File: src/rtl/bus_arbiter.sv
// -----------------------------------------------------------------------------
// bus_arbiter
//   Round-robin arbiter for the shared system bus. Six controllers raise BR,
//   and at most one of them sees its BG bit high. A one-cycle turnaround
//   separates consecutive owners so that tri-state drivers never overlap. A
//   hold watchdog revokes a grant that has been held for MAX_HOLD cycles.
//
// Handshake: BR[i] is a level request from the controller with MY_ID == i.
//   It is held for the whole transaction. BG[i] high means that controller
//   owns the bus. The owner ends its tenure by dropping BR[i]; BG falls after
//   the edge that samples the drop. A revoked controller is ignored until it
//   has been seen with BR[i] low for at least one edge.
//
// Ports:
//   BUS_CLK    in   bus clock, rising edge
//   RST        in   synchronous active-high reset
//   BR[5:0]    in   bus requests
//   BG[5:0]    out  one-hot (or zero) bus grants, registered
//   GRANT_ID   out  current owner index, 0 when not busy, registered
//   BUS_BUSY   out  high while any BG bit is high, registered
//   TIMEOUT    out  one-cycle pulse in the turnaround after a revoke
//   DBG_STATE  out  FSM state (0 IDLE, 1 GRANT, 2 TURN)
//   DBG_PTR    out  round-robin pointer (highest-priority index)
// -----------------------------------------------------------------------------
module bus_arbiter #(
   parameter int N_MASTERS = 6,
   parameter int MAX_HOLD  = 64
) (
   input  logic                 BUS_CLK,
   input  logic                 RST,
   input  logic [N_MASTERS-1:0] BR,
   output logic [N_MASTERS-1:0] BG,
   output logic [2:0]           GRANT_ID,
   output logic                 BUS_BUSY,
   output logic                 TIMEOUT,
   output logic [1:0]           DBG_STATE,
   output logic [2:0]           DBG_PTR
);

   typedef enum logic [1:0] {
      IDLE  = 2'd0,
      GRANT = 2'd1,
      TURN  = 2'd2
   } state_t;

   localparam logic [7:0]           HOLD_LAST = 8'(MAX_HOLD - 1);
   localparam logic [N_MASTERS-1:0] ONE       = N_MASTERS'(1);

   state_t                 state_q;
   logic [2:0]             owner_q;
   logic [2:0]             ptr_q;
   logic [7:0]             hcnt_q;
   logic [N_MASTERS-1:0]   rmask_q;
   logic [N_MASTERS-1:0]   rmask_d;
   logic [N_MASTERS-1:0]   bg_q;
   logic [2:0]             grant_id_q;
   logic                   busy_q;
   logic                   timeout_q;

   logic [N_MASTERS-1:0]   req;
   logic                   win_found;
   logic [2:0]             win_id;
   logic [2:0]             win_next;
   logic [3:0]             scan_idx;

   // Revoke bits fall on any edge where the master is seen idle.
   assign rmask_d = rmask_q & BR;

   // Scan ptr, ptr+1, ... wrapping at 6; the first eligible requester wins.
   always_comb begin
      req       = BR & ~rmask_q;
      win_found = 1'b0;
      win_id    = 3'd0;
      scan_idx  = 4'd0;
      for (int k = 0; k < N_MASTERS; k++) begin
         scan_idx = {1'b0, ptr_q} + 4'(k);
         if (scan_idx >= 4'(N_MASTERS)) begin
            scan_idx = scan_idx - 4'(N_MASTERS);
         end
         if (!win_found && req[scan_idx[2:0]]) begin
            win_found = 1'b1;
            win_id    = scan_idx[2:0];
         end
      end
      win_next = (win_id == 3'(N_MASTERS - 1)) ? 3'd0 : win_id + 3'd1;
   end

   always_ff @(posedge BUS_CLK) begin
      if (RST) begin
         state_q    <= IDLE;
         owner_q    <= 3'd0;
         ptr_q      <= 3'd0;
         hcnt_q     <= 8'd0;
         rmask_q    <= '0;
         bg_q       <= '0;
         grant_id_q <= 3'd0;
         busy_q     <= 1'b0;
         timeout_q  <= 1'b0;
      end else begin
         rmask_q   <= rmask_d;
         timeout_q <= 1'b0;
         case (state_q)
            // IDLE and TURN share the arbitration step; TURN only differs
            // in that it was entered straight from a grant.
            IDLE, TURN: begin
               if (win_found) begin
                  state_q    <= GRANT;
                  owner_q    <= win_id;
                  hcnt_q     <= 8'd0;
                  ptr_q      <= win_next;
                  bg_q       <= ONE << win_id;
                  grant_id_q <= win_id;
                  busy_q     <= 1'b1;
               end else begin
                  state_q    <= IDLE;
                  bg_q       <= '0;
                  grant_id_q <= 3'd0;
                  busy_q     <= 1'b0;
               end
            end
            GRANT: begin
               if (!BR[owner_q]) begin
                  state_q    <= TURN;
                  bg_q       <= '0;
                  grant_id_q <= 3'd0;
                  busy_q     <= 1'b0;
               end else if (hcnt_q == HOLD_LAST) begin
                  // Owner still requesting after MAX_HOLD cycles: revoke and
                  // block it until it drops BR for an edge.
                  state_q    <= TURN;
                  timeout_q  <= 1'b1;
                  rmask_q    <= rmask_d | (ONE << owner_q);
                  bg_q       <= '0;
                  grant_id_q <= 3'd0;
                  busy_q     <= 1'b0;
               end else begin
                  hcnt_q <= hcnt_q + 8'd1;
               end
            end
            default: begin
               state_q    <= IDLE;
               bg_q       <= '0;
               grant_id_q <= 3'd0;
               busy_q     <= 1'b0;
            end
         endcase
      end
   end

   assign BG        = bg_q;
   assign GRANT_ID  = grant_id_q;
   assign BUS_BUSY  = busy_q;
   assign TIMEOUT   = timeout_q;
   assign DBG_STATE = state_q;
   assign DBG_PTR   = ptr_q;

endmodule

File: config.mk
export PLATFORM = sky130hd
export DESIGN_NAME = bus_arbiter
export DESIGN_NICKNAME = d
export VERILOG_FILES = /design/src/rtl/bus_arbiter.sv
export SDC_FILE = /design/constraint.sdc
export NUM_CORES = 1
export LEC_CHECK = 0
export CORE_ASPECT_RATIO = 1.75
export CORE_MARGIN = 3
export CORE_UTILIZATION = 30
export CTS_CLUSTER_SIZE = 28
export DETAILED_ROUTE_END_ITERATION = 7
export GPL_ROUTABILITY_DRIVEN = 0
export MAX_ROUTING_LAYER = met4
export SLEW_MARGIN = 20
export SYNTH_ARGS = -nofsm -noshare
export SYNTH_HDL_FRONTEND = slang
export SYNTH_SLANG_ARGS = --single-unit
File: constraint.sdc
create_clock -name BUS_CLK -period 7.2 [get_ports BUS_CLK]
set_input_delay 1.44 -clock BUS_CLK [delete_from_list [all_inputs] [get_ports BUS_CLK]]
set_output_delay 1.44 -clock BUS_CLK [all_outputs]
set_load 0.02 [all_outputs]
# Yosys cells after proc, flatten, opt, wreduce, memory -nomap -nowiden
# Index checks and enable logic that the tools add are counted.
dict set report word_totals {
  ff_bits 33
  latchBits 0
  ram_bits 0
  rom_bits 0
  inputBits 8
  out_inout_bits 16
  elab_cells 124
  mem_count 0
}
dict set report classes {
  add_sub_neg 13
  n_mul 0
  div 0
  order_cmp 13
  n_eq_ne 8
  shift 2
  muxes 57
  bitwise_logic 6
  n_reduce_logical 16
}
# operator n
set op_table {}
lappend op_table {{3-bit 2-to-1 mux} 16}
lappend op_table {{6-bit 2-to-1 mux} 6}
lappend op_table {{3-bit by 4-bit less-than comparator with 1-bit output, second input constant} 7}
lappend op_table {{8-bit 2-to-1 mux} 3}
lappend op_table {{1-bit binary-select mux with 3-bit select} 7}
lappend op_table {{4-bit by 3-bit >= comparator with 1-bit output, second input constant} 5}
lappend op_table {{1-bit 2-to-1 mux} 18}
lappend op_table {{3-bit subtractor, second input constant} 6}
lappend op_table {{8-bit case mux with 2 select lines} 1}
lappend op_table {{6-bit AND} 2}
lappend op_table {{6-bit case mux with 2 select lines} 1}
lappend op_table {{1-bit by 3-bit << shifter with 6-bit output, first input constant} 2}
lappend op_table {{3-bit by 2-bit adder with 4-bit output, second input constant} 2}
lappend op_table {{3-bit by 3-bit adder with 4-bit output, second input constant} 2}
lappend op_table {{8-bit by 1-bit adder with 8-bit output, second input constant} 1}
lappend op_table {{8-bit by 6-bit equality test with 1-bit output, second input constant} 1}
lappend op_table {{2-bit inequality test, second input constant} 3}
lappend op_table {{6-bit NOT} 1}
lappend op_table {{6-bit bitwise OR} 1}
lappend op_table {{3-bit case mux with 2 select lines} 1}
lappend op_table {{1-bit logical AND} 5}
lappend op_table {{1-bit zero test} 5}
lappend op_table {{3-bit by 1-bit adder with 4-bit output, second input constant} 1}
lappend op_table {{2-bit 2-to-1 mux} 2}
lappend op_table {{other kinds (15)} 16}

# Depth between registers and ports, before layout
# Gate-level depths: netlist of run 1.
dict set report logic_depth {
  word_depth 23
  depth_mapped 16
  ltp_nobuf 14
}

# Worst setup path before layout of run 1
# No wires, ideal clock.
dict set report synth_timing {
  kind {input to register}
  start {in BR[1]}
  end {reg ptr_q[2] (netlist: DBG_PTR[2])}
  setup_ns 0.127
  t_arrival_ns 3.605
  required_time_ns 7.073
  slack_ns 3.468
  cell_stages 12
  n_path_buf 0
  cell_sequence {or3b_2 > nand2_1 > a221oi_1 > a21oi_2 > mux2_2 > nor3_1 > o21a_2 > nor2_1 > ha_1 > inv_1 > o211ai_1 > o31ai_1}
}
dict set report synth_between {
  elab_chain_len 21
  elab_cells_between_ends 39
  cone_classes {add/sub (1); eq/ne (1); mux (25); bitwise (1); reduce/logical (11)}
}
# item line
set synth_rtl {}
lappend synth_rtl {{start, declared} 31} ;# input logic [N_MASTERS-1:0] BR,
lappend synth_rtl {{6-bit AND (*)} 71} ;# req = BR & ~rmask_q;
lappend synth_rtl {{1-bit binary-select mux with 3-bit select} 80} ;# if (!win_found && req[scan_idx[2:0]]) begin
lappend synth_rtl {{1-bit 2-to-1 mux (not written as such)} 80}
lappend synth_rtl {{1-bit 2-to-1 mux} 80}
lappend synth_rtl {{1-bit zero test} 80}
lappend synth_rtl {{1-bit logical AND} 80}
lappend synth_rtl {{1-bit 2-to-1 mux} 80}
lappend synth_rtl {{1-bit zero test} 80}
lappend synth_rtl {{(+5 left out)} --}
lappend synth_rtl {{1-bit zero test} 80}
lappend synth_rtl {{1-bit logical AND} 80}
lappend synth_rtl {{1-bit 2-to-1 mux} 80}
lappend synth_rtl {{1-bit zero test} 80}
lappend synth_rtl {{1-bit logical AND} 80}
lappend synth_rtl {{3-bit 2-to-1 mux} 80}
lappend synth_rtl {{3-bit by 1-bit adder with 3-bit output or 3-bit equality test (tied branches)} 85} ;# win_next = (win_id == 3'(N_MASTERS - 1)) ? 3'd0 : win_id + 3'd1;
lappend synth_rtl {{3-bit 2-to-1 mux} 85}
lappend synth_rtl {{end signal, assigned} 110} ;# ptr_q <= win_next;
lappend synth_rtl {{end, declared} 51} ;# logic [2:0] ptr_q;
# Every way passes the cells marked *; elsewhere a longest branch is shown, timed or not. The select of a mux whose other input is x is not followed.
# A chain may end at the register's enable or synchronous reset.

# Worst setup path in the final report of run 1
# Same ends and word-level chain as after synthesis.

==> impl_metrics.py, run 1 <==
metrics = {
    "status": {
        "status": "finished clean",
    },
    "drt": {
        "wl_per_cell_um": 16.2,
        "via_per_inst": 5.49,
        "dr_total_vias": 2132,
        "drtIter0Drc": 146,
        "drc": 0,
        "wirelength_um": 6280,
        "drtPass1Iterations": 4,
        "final_antenna_net_count": 0,
    },
    "setup_path": {
        "critPathLaunchType": "input pin",
        "worst-path-buf-inv": 2,
        "rr_worst_depth": 14,
        "rrSetupSlack_ns": 3.33,
        "critical_path.top_delay_family": "simple AND/OR/NAND/NOR gates",
        "rr_startpoint": "DBG_PTR[1]$_SDFFE_PP0P_",
        "path_cells": "clkdlybuf4s50_1 -> or3b_2 -> nand2_1 -> a221oi_1 -> a21oi_2 -> mux2_2 -> nor3_1 -> o21a_2 -> nor2_1 -> ha_1 -> inv_1 -> o211ai_1 -> o31ai_1",
        "crit_required_ns": 7.34,
        "cp_max_fo": 8,
        "cp_slowest_stage_delay_ns": 0.52,
        "critPathSlowestCell": "clkdlybuf4s50_1",
        "arrival_ns": 4.40,
        "crit_type": "in2reg",
        "reg2reg_to": "DBG_PTR[2]$_SDFFE_PP0P_",
        "path_depth": 13,
        "end_kind": "register",
    },
    "clocking": {
        "post_cts_resized": 0,
        "cts_buffers": 5,
        "clk_path_buf_depth": 2,
        "clkLatencyLatePin_ns": 0.27,
        "post_cts_buffers": 0,
        "htreeDepth": 2,
        "cts-root-buf": "clkbuf_16",
        "cts_hold_buf": 0,
        "clk_pin_slew_worst_paths_ns": 0.05,
        "cts_sinks": 33,
        "cts_tree": "built",
    },
    "timing": {
        "whs_ns": 0.455,
        "drv_slew": 0,
        "period_share": 0.591,
        "finClkSkew_ns": 0.00327,
        "hold_viol": 0,
        "fin_setup_tns_ns": 0,
        "relSlewSlack": 0.514,
        "fin_crit_ns": 4.26,
        "setup_violations": 0,
        "grt_setup_unrepaired": "no",
        "clock.fmax_mhz": 235,
        "worst_pin_slew_ns": 0.729,
    },
    "min_path": {
        "hold_path_class": "reg2reg",
        "holdPathStages": 2,
        "holdPathEnd": "BG[1]$_SDFFE_PP0P_",
        "hold_path.startpoint": "BG[1]$_SDFFE_PP0P_",
    },
    "yosys": {
        "yosysMostFrequentCell": "dfxtp_1",
        "synthFlopType": "dfxtp_1",
        "synthArstFlopShare": 0,
        "ys_types": 67,
        "ys_seq_elements": 33,
        "synth.area.top_cells": "dfxtp_1, ha_1, nor2_1",
        "synth_common_cells": "dfxtp_1, nor2_1, nand2_1",
        "synth_nets": 300,
        "yosysWarnings": 0,
        "synth_edf_count": 0,
        "synth.avg_cell_area_sq_um": 8.34,
        "synthCells": 282,
        "syn_area_sq_um": 2350,
        "yosysTopAreaCell": "dfxtp_1",
        "ys_seq_area_frac": 0.281,
        "synth_top_area_frac": 0.281,
    },
    "global_routing": {
        "grt_max_degree": 30,
        "overflow": 0,
        "antenna_found_initial": 0,
        "gr-usage-all-layers": 0.152,
        "grt_pass1_wl_um": 10400,
        "grt_pass1_vias": 2159,
    },
    "cells_and_area": {
        "final_layout_size_suffix_gt1_frac": 0.0967,
        "fillerInstances": 782,
        "final_cell_area_sq_um": 2780,
        "area_growth_pct": 18.3,
        "layout.nets": 318,
        "n_antenna_cell": 0,
    },
    "floorplanning": {
        "start_util": 0.309,
        "core_area_sq_um": 7620,
        "dieHeight_um": 123,
        "ios": 24,
        "die_area_sq_um": 8980,
        "die_w_um": 72.9,
        "rows": 42,
    },
    "pwr": {
        "leakagePower_nw": 1.01,
        "ir_worst_vdd_mv": 0.151,
        "power_density_nw_per_um2": 420,
    },
    "flow_run": {
        "cap_violations": 0,
    },
    "placement": {
        "io_buffers": 23,
        "placed_area_sq_um": 2630,
        "dp_hpwl_um": 4760,
    },
}
metal layers:
metal | vias up | global-route usage | share of wire
met4 | 0 | 0.0889 | 0.051
met1 | 1001 | 0.163 | 0.41
met2 | 43 | 0.265 | 0.52
met3 | 20 | 0.0171 | 0.017
li1 | 1068 | - | -
met5 | - | - | 0
cell type report:
class / count / area, sq um / share of cell area
clock buffer: 6 / 139 / 0.0500
clock inverter: 1 / 7.51 / 0.00270
inverter: 10 / 37.5 / 0.0135
multi-input combinational: 225 / 1580 / 0.568
sequential: 33 / 661 / 0.238
tap: 88 / 110 / 0.0396
timing repair buffer: 25 / 245 / 0.0882
sequential cells by signal (all words and copies together) (netlist names):
register,flops
rmask_q,6
owner_q,3
BUS_BUSY,1
DBG_STATE,2
BG,6
DBG_PTR,3
hcnt_q,8
GRANT_ID,3
TIMEOUT,1
cells by family (layout without fill, tap and decap cells):
logic type | count (synthesis) | in the layout | share of synthesized area
compound gates | 72 | 72 | 0.241
xor+xnor | 13 | 13 | 0.0484
fa+ha+maj | 10 | 10 | 0.0532
buf+inv | 24 | 42 | 0.0468
flops | 33 | 33 | 0.281
mux | 6 | 6 | 0.0261
simple gates | 124 | 124 | 0.303
worst max path at each step:
stage | startpoint | end | slack [ns]
floorplan | BR[1] | DBG_PTR[2]$_SDFFE_PP0P_ | 3.47
global placement | BR[5] | DBG_PTR[2]$_SDFFE_PP0P_ | 2.71
detailed placement | BR[1] | DBG_PTR[2]$_SDFFE_PP0P_ | 2.67
CTS | BR[1] | DBG_PTR[2]$_SDFFE_PP0P_ | 2.94
global route | BR[1] | DBG_PTR[2]$_SDFFE_PP0P_ | 2.69
finish | BR[1] | DBG_PTR[2]$_SDFFE_PP0P_ | 2.94
cells in the final DEF (no fill, tap or decap), types with 5 or more instances in the layout:
cell type,n
nand4_1,5
clkdlybuf4s50_1,23
nand2_1,20
xor2_1,10
inv_1,9
mux2i_1,5
o21ai_0,5
and2_1,6
nand2b_1,11
dfxtp_1,33
nor3_1,7
nor2_1,28
ha_1,10
nor2b_1,6
o2111ai_1,5
a21oi_1,19
and3b_1,5
clkbuf_16,5
nand3_1,7
a211oi_1,5
where the power goes:
group | internal, mW | switching, mW
combinational | 0.280 | 0.420
clock | 0.135 | 0.0777
sequential | 0.215 | 0.0387
total | 0.631 | 0.536
worst reg2reg max path, stage by stage, from the launching register on:
cell and delay [ns]:
dfxtp_1 0.62, inv_1 0.22, ha_1 0.52, and2_1 0.28, a311oi_1 0.33, nor2_1 0.17
o311ai_2 0.48, nand2b_1 0.17, a211oi_1 0.10, a21oi_2 0.28, nor2_1 0.08, ha_1 0.29
inv_1 0.04, o211ai_1 0.07, o31ai_1 0.09
per-stage QoR:
step           setup slack, ns  instances  utilization  power [mW]
2_1_floorplan             3.47        282            -       0.794
3_3_place_gp              2.71        381        0.346       0.948
4_1_cts                   2.94        388        0.365        1.18
3_5_place_dp              2.67        381        0.346       0.952
5_1_grt                   2.69        388        0.365        1.26
6_report                  2.94        388        0.365        1.17
(Power assumes the default switching activity.)
==> inputs of run 2 (changes only) <==
==> constraint.sdc (replaced) <==
create_clock -name BUS_CLK -period 4.15 [get_ports BUS_CLK]
set_input_delay 0.83 -clock BUS_CLK [delete_from_list [all_inputs] [get_ports BUS_CLK]]
set_output_delay 0.83 -clock BUS_CLK [all_outputs]
set_load 0.02 [all_outputs]
==> run 2 against run 1 <==
Clock skew increased by 0.0033 ns; sequential cell count unchanged; setup slack got worse by 2.4 ns; hold slack improved by 0.0054 ns; critical path depth unchanged; sequential share of layout area decreased by 0.20 points; utilization increased by 0.31 points; global-route usage increased by 0.38 points; clock power increased by 69%; critical path type is now reg2reg.
==> impl_metrics.py, run 2 (synthesized netlist as in run 1, its figures left out) <==
metrics = {
    "global_routing": {
        "grt_pass1_vias": 2242,
        "gr-usage-all-layers": 0.156,
        "overflow": 0,
        "grt_pass1_wl_um": 10600,
        "grt_max_degree": 23,
        "antenna_found_initial": 0,
    },
    "floorplanning": {
        "rows": 42,
        "ios": 24,
        "die_area_sq_um": 8980,
        "dieHeight_um": 123,
        "core_area_sq_um": 7620,
        "start_util": 0.309,
        "die_w_um": 72.9,
    },
    "clocking": {
        "cts_tree": "built",
        "clk_path_buf_depth": 2,
        "cts-root-buf": "clkbuf_16",
        "cts_hold_buf": 0,
        "cts_sinks": 33,
        "htreeDepth": 2,
        "cts_buffers": 5,
        "clkLatencyLatePin_ns": 0.28,
        "clk_pin_slew_worst_paths_ns": 0.05,
        "post_cts_buffers": 0,
        "post_cts_resized": 0,
    },
    "cells_and_area": {
        "fillerInstances": 807,
        "final_layout_size_suffix_gt1_frac": 0.105,
        "n_antenna_cell": 0,
        "layout.nets": 322,
        "final_common_cell": "dfxtp_1",
        "area_growth_pct": 19.3,
        "utilization": 0.368,
        "regMostFlops": "hcnt_q",
        "largest_register_ffs": 8,
        "layout_common_cells": "dfxtp_1, nor2_1, clkdlybuf4s50_1",
    },
    "timing": {
        "fin_setup_tns_ns": 0,
        "relSlewSlack": 0.450,
        "period_share": 0.868,
        "whs_ns": 0.461,
        "setup_violations": 0,
        "grt_setup_unrepaired": "no",
        "finClkSkew_ns": 0.00659,
        "fin_ws_ns": 0.548,
        "drv_slew": 0,
        "hold_viol": 0,
        "worst_pin_slew_ns": 0.823,
        "clock.fmax_mhz": 278,
        "fin_crit_ns": 3.60,
    },
    "drt": {
        "wirelength_um": 6370,
        "drtPass1Iterations": 4,
        "drtIter0Drc": 160,
        "via_per_inst": 5.58,
        "final_antenna_net_count": 0,
        "dr_total_vias": 2193,
        "wl_per_cell_um": 16.2,
        "drc": 0,
    },
    "placement": {
        "io_buffers": 23,
        "post-place-ws_ns": 0.297,
        "dp_hpwl_um": 4880,
    },
    "status": {
        "status": "finished clean",
    },
    "min_path": {
        "hold_path_class": "reg2reg",
        "hold_path.startpoint": "BG[4]$_SDFFE_PP0P_",
        "holdPathStages": 2,
        "holdPathEnd": "BG[4]$_SDFFE_PP0P_",
    },
    "pwr": {
        "finalPower_mw": 2.05,
        "ir_worst_vdd_mv": 0.292,
        "power_density_nw_per_um2": 732,
        "leakagePower_nw": 1.03,
    },
    "setup_path": {
        "rr_worst_depth": 13,
        "rrSetupSlack_ns": 0.55,
        "reg2reg_to": "DBG_PTR[2]$_SDFFE_PP0P_",
        "arrival_ns": 3.74,
        "crit_type": "reg2reg",
        "critPathLaunchType": "register",
        "rr_startpoint": "DBG_PTR[2]$_SDFFE_PP0P_",
        "crit_required_ns": 4.28,
        "end_kind": "register",
        "cp_max_fo": 13,
    },
    "flow_run": {
        "cap_violations": 0,
    },
}
==> run 2: per-stage QoR <==
| step | instances | cell area (sq um) |
|---|---|---|
| after CTS | 393 | 2800 |
| after global routing | 393 | 2800 |
| after global placement | 385 | 2660 |
| final | 393 | 2800 |
| after floorplan | 282 | 2350 |
| after detailed placement | 385 | 2660 |
==> run 2: layout make-up <==
cell class | instances | area [sq um] | share of cell area
clock buffers | 7 | 133 | 0.0473
clock inverters | 1 | 7.51 | 0.00268
inverters | 10 | 37.5 | 0.0134
multi-input cells | 225 | 1580 | 0.564
flip-flops and latches | 33 | 661 | 0.236
well taps | 88 | 110 | 0.0393
repair buffers | 29 | 275 | 0.0982
==> run 2: where the power goes <==
group	switching (mW)	leakage (nW)	internal, mW	total (mW)
sequential	0.0671	0.269	0.374	0.441
clock	0.137	0.0641	0.223	0.360
combinational	0.742	0.693	0.511	1.25
==> run 2: critical path: stages (launching register included) <==
cell and delay, ns:
dfxtp_1 0.66, ha_1 0.56, nor2_1 0.11, o221a_1 0.30, nor3_4 0.22, nand4_2 0.18
nor4_4 0.49, and2_1 0.19, o21a_2 0.19, nor2_1 0.07, ha_1 0.28, inv_1 0.04
o211ai_1 0.07, o31ai_1 0.09
==> run 2: how the worst max path moves through the flow <==
stage                             from                       to  slack (ns)  depth (start not counted)
2_1_floorplan  DBG_PTR[0]$_SDFFE_PP0P_  DBG_PTR[2]$_SDFFE_PP0P_        0.79                         16
3_3_place_gp                     BR[1]  DBG_PTR[2]$_SDFFE_PP0P_        0.35                         13
3_5_place_dp                     BR[1]  DBG_PTR[2]$_SDFFE_PP0P_        0.30                         13
4_1_cts        DBG_PTR[2]$_SDFFE_PP0P_  DBG_PTR[2]$_SDFFE_PP0P_        0.53                         13
5_1_grt        DBG_PTR[2]$_SDFFE_PP0P_  DBG_PTR[2]$_SDFFE_PP0P_        0.17                         13
6_report       DBG_PTR[2]$_SDFFE_PP0P_  DBG_PTR[2]$_SDFFE_PP0P_        0.55                         13
==> run 2: per-layer routing <==
metal	global-route usage	vias up	wire, um
li1	-	1079	-
met1	0.152	1035	2430
met2	0.275	50	3400
met3	0.0252	29	161
met4	0.109	0	378
met5	-	-	0
==> inputs of run 3 (changes only) <==
--- a/config.mk
+++ b/config.mk
@@ -7,11 +7,14 @@
 export LEC_CHECK = 0
 export CORE_ASPECT_RATIO = 1.75
 export CORE_MARGIN = 3
-export CORE_UTILIZATION = 30
+export CORE_UTILIZATION = 45
+export CTS_CLUSTER_DIAMETER = 50
 export CTS_CLUSTER_SIZE = 28
 export DETAILED_ROUTE_END_ITERATION = 7
 export GPL_ROUTABILITY_DRIVEN = 0
 export MAX_ROUTING_LAYER = met4
+export PLACE_DENSITY = 0.66
+export SKIP_CTS_REPAIR_TIMING = 1
 export SLEW_MARGIN = 20
 export SYNTH_ARGS = -nofsm -noshare
 export SYNTH_HDL_FRONTEND = slang
==> run 3 against run 2 <==
First-iteration DRC count is 40% lower; register-to-register slack got worse by 0.05 ns; sequential cell count stayed put; fmax down 1.3%; non-clock buffer count is 1 lower.
==> impl_metrics.py, run 3 (synthesized netlist as in run 1, its figures left out) <==
metrics = {
    "status": {
        "status": "finished clean",
    },
    "global_routing": {
        "grt_pass1_wl_um": 10200,
        "overflow": 0,
        "grt_max_degree": 21,
        "gr-usage-all-layers": 0.224,
        "antenna_found_initial": 0,
        "grt_pass1_vias": 2144,
    },
    "setup_path": {
        "crit_required_ns": 4.30,
        "rr_startpoint": "DBG_PTR[2]$_SDFFE_PP0P_",
        "cp_max_fo": 13,
        "critPathLaunchType": "register",
        "end_kind": "register",
        "arrival_ns": 3.80,
        "crit_type": "reg2reg",
        "cp-startpoint": "DBG_PTR[2]$_SDFFE_PP0P_",
    },
    "drt": {
        "via_per_inst": 6.12,
        "dr_total_vias": 2192,
        "drc": 0,
        "drtIter0Drc": 96,
        "wl_per_cell_um": 16.9,
        "final_antenna_net_count": 0,
        "drtPass1Iterations": 5,
        "wirelength_um": 6060,
    },
    "clocking": {
        "cts_buffers": 5,
        "htreeDepth": 2,
        "cts_tree": "built",
        "clk_path_buf_depth": 2,
        "clk_pin_slew_worst_paths_ns": 0.07,
        "cts-root-buf": "clkbuf_8",
        "cts_sinks": 33,
        "clkLatencyLatePin_ns": 0.28,
    },
    "floorplanning": {
        "ios": 24,
        "start_util": 0.468,
        "die_area_sq_um": 6160,
        "rows": 34,
        "core_area_sq_um": 5020,
        "die_w_um": 60.6,
        "dieHeight_um": 102,
    },
    "timing": {
        "period_share": 0.880,
        "finClkSkew_ns": 0.0108,
        "fin_crit_ns": 3.65,
        "whs_ns": 0.460,
        "setup_violations": 0,
        "fin_setup_tns_ns": 0,
        "clock.fmax_mhz": 274,
        "grt_setup_unrepaired": "no",
        "fin_ws_ns": 0.499,
        "worst_pin_slew_ns": 0.761,
        "drv_slew": 0,
        "relSlewSlack": 0.491,
        "hold_viol": 0,
    },
    "pwr": {
        "pwr-share-comb": 0.623,
        "switchingPower_uw": 928,
        "ir_worst_vdd_mv": 0.524,
        "p_int_mw": 1.07,
        "leakagePower_nw": 1.01,
        "clockPowerShare": 0.157,
        "switching_share": 0.465,
        "finalPower_mw": 2.00,
        "power_density_nw_per_um2": 732,
        "p_seq_frac": 0.219,
    },
    "cells_and_area": {
        "regMostFlops": "hcnt_q",
        "final_layout_size_suffix_gt1_frac": 0.105,
        "area_growth_pct": 16.1,
        "largest_register_ffs": 8,
        "layout_common_cells": "dfxtp_1, nor2_1, clkdlybuf4s50_1",
        "final_common_cell": "dfxtp_1",
        "n_antenna_cell": 0,
        "layout.nets": 321,
        "stdcell_count": 358,
    },
    "placement": {
        "io_buffers": 23,
        "dp_cells": 350,
        "dp_hpwl_um": 4650,
        "post-place-ws_ns": 0.294,
    },
    "flow_run": {
        "cap_violations": 0,
    },
    "min_path": {
        "hold_path_class": "reg2reg",
        "hold_path.startpoint": "BG[0]$_SDFFE_PP0P_",
    },
}
[run 3: final timing paths]
check	end	slack [ns]	depth (start not counted)
max	DBG_PTR[2]$_SDFFE_PP0P_	0.50	13
min	BG[0]$_SDFFE_PP0P_	0.46	2
max reg2reg	DBG_PTR[2]$_SDFFE_PP0P_	0.50	13
min reg2reg	BG[0]$_SDFFE_PP0P_	0.46	2
[run 3: critical path: stages, from the launching register on]
cell and delay [ns]:
dfxtp_1 0.68, ha_1 0.55, nor2_1 0.12, o221a_1 0.31
nor3_4 0.21, nand4_2 0.17, nor4_4 0.50, and2_1 0.22
o21a_2 0.21, nor2_1 0.07, ha_1 0.27, inv_1 0.03
o211ai_1 0.07, o31ai_1 0.09
[run 3: through the flow]
step / util / area [sq um]
2_1_floorplan: - / 2350
3_3_place_gp: 0.521 / 2610
3_5_place_dp: 0.521 / 2610
4_1_cts: 0.544 / 2730
5_1_grt: 0.544 / 2730
6_report: 0.544 / 2730
[run 3: routing by layer]
layer  vias to the layer above  track usage  part of all wire
met4                         0        0.110             0.038
met3                        22       0.0319             0.028
met1                      1037        0.245              0.39
met5                         -            -                 0
met2                        56        0.383              0.55
li1                       1077            -                 -
[run 3: power groups by stage]
stage	registers, mW	clock network (mW)	logic, mW
floorplan	0.472	0	0.905
global placement	0.443	0	1.22
detailed placement	0.444	0	1.23
CTS	0.438	0.327	1.24
global route	0.449	0.339	1.37
finish	0.438	0.314	1.25
[run 3: cell type report]
type                            count  area [sq um]
Clock buffer                        7          86.3
Inverter                           10          37.5
Clock inverter                      1          30.0
Multi-Input combinational cell    225          1580
Tap cell                           54          67.6
Timing Repair Buffer               28           268
Fill cell                         504          2290
Sequential cell                    33           661
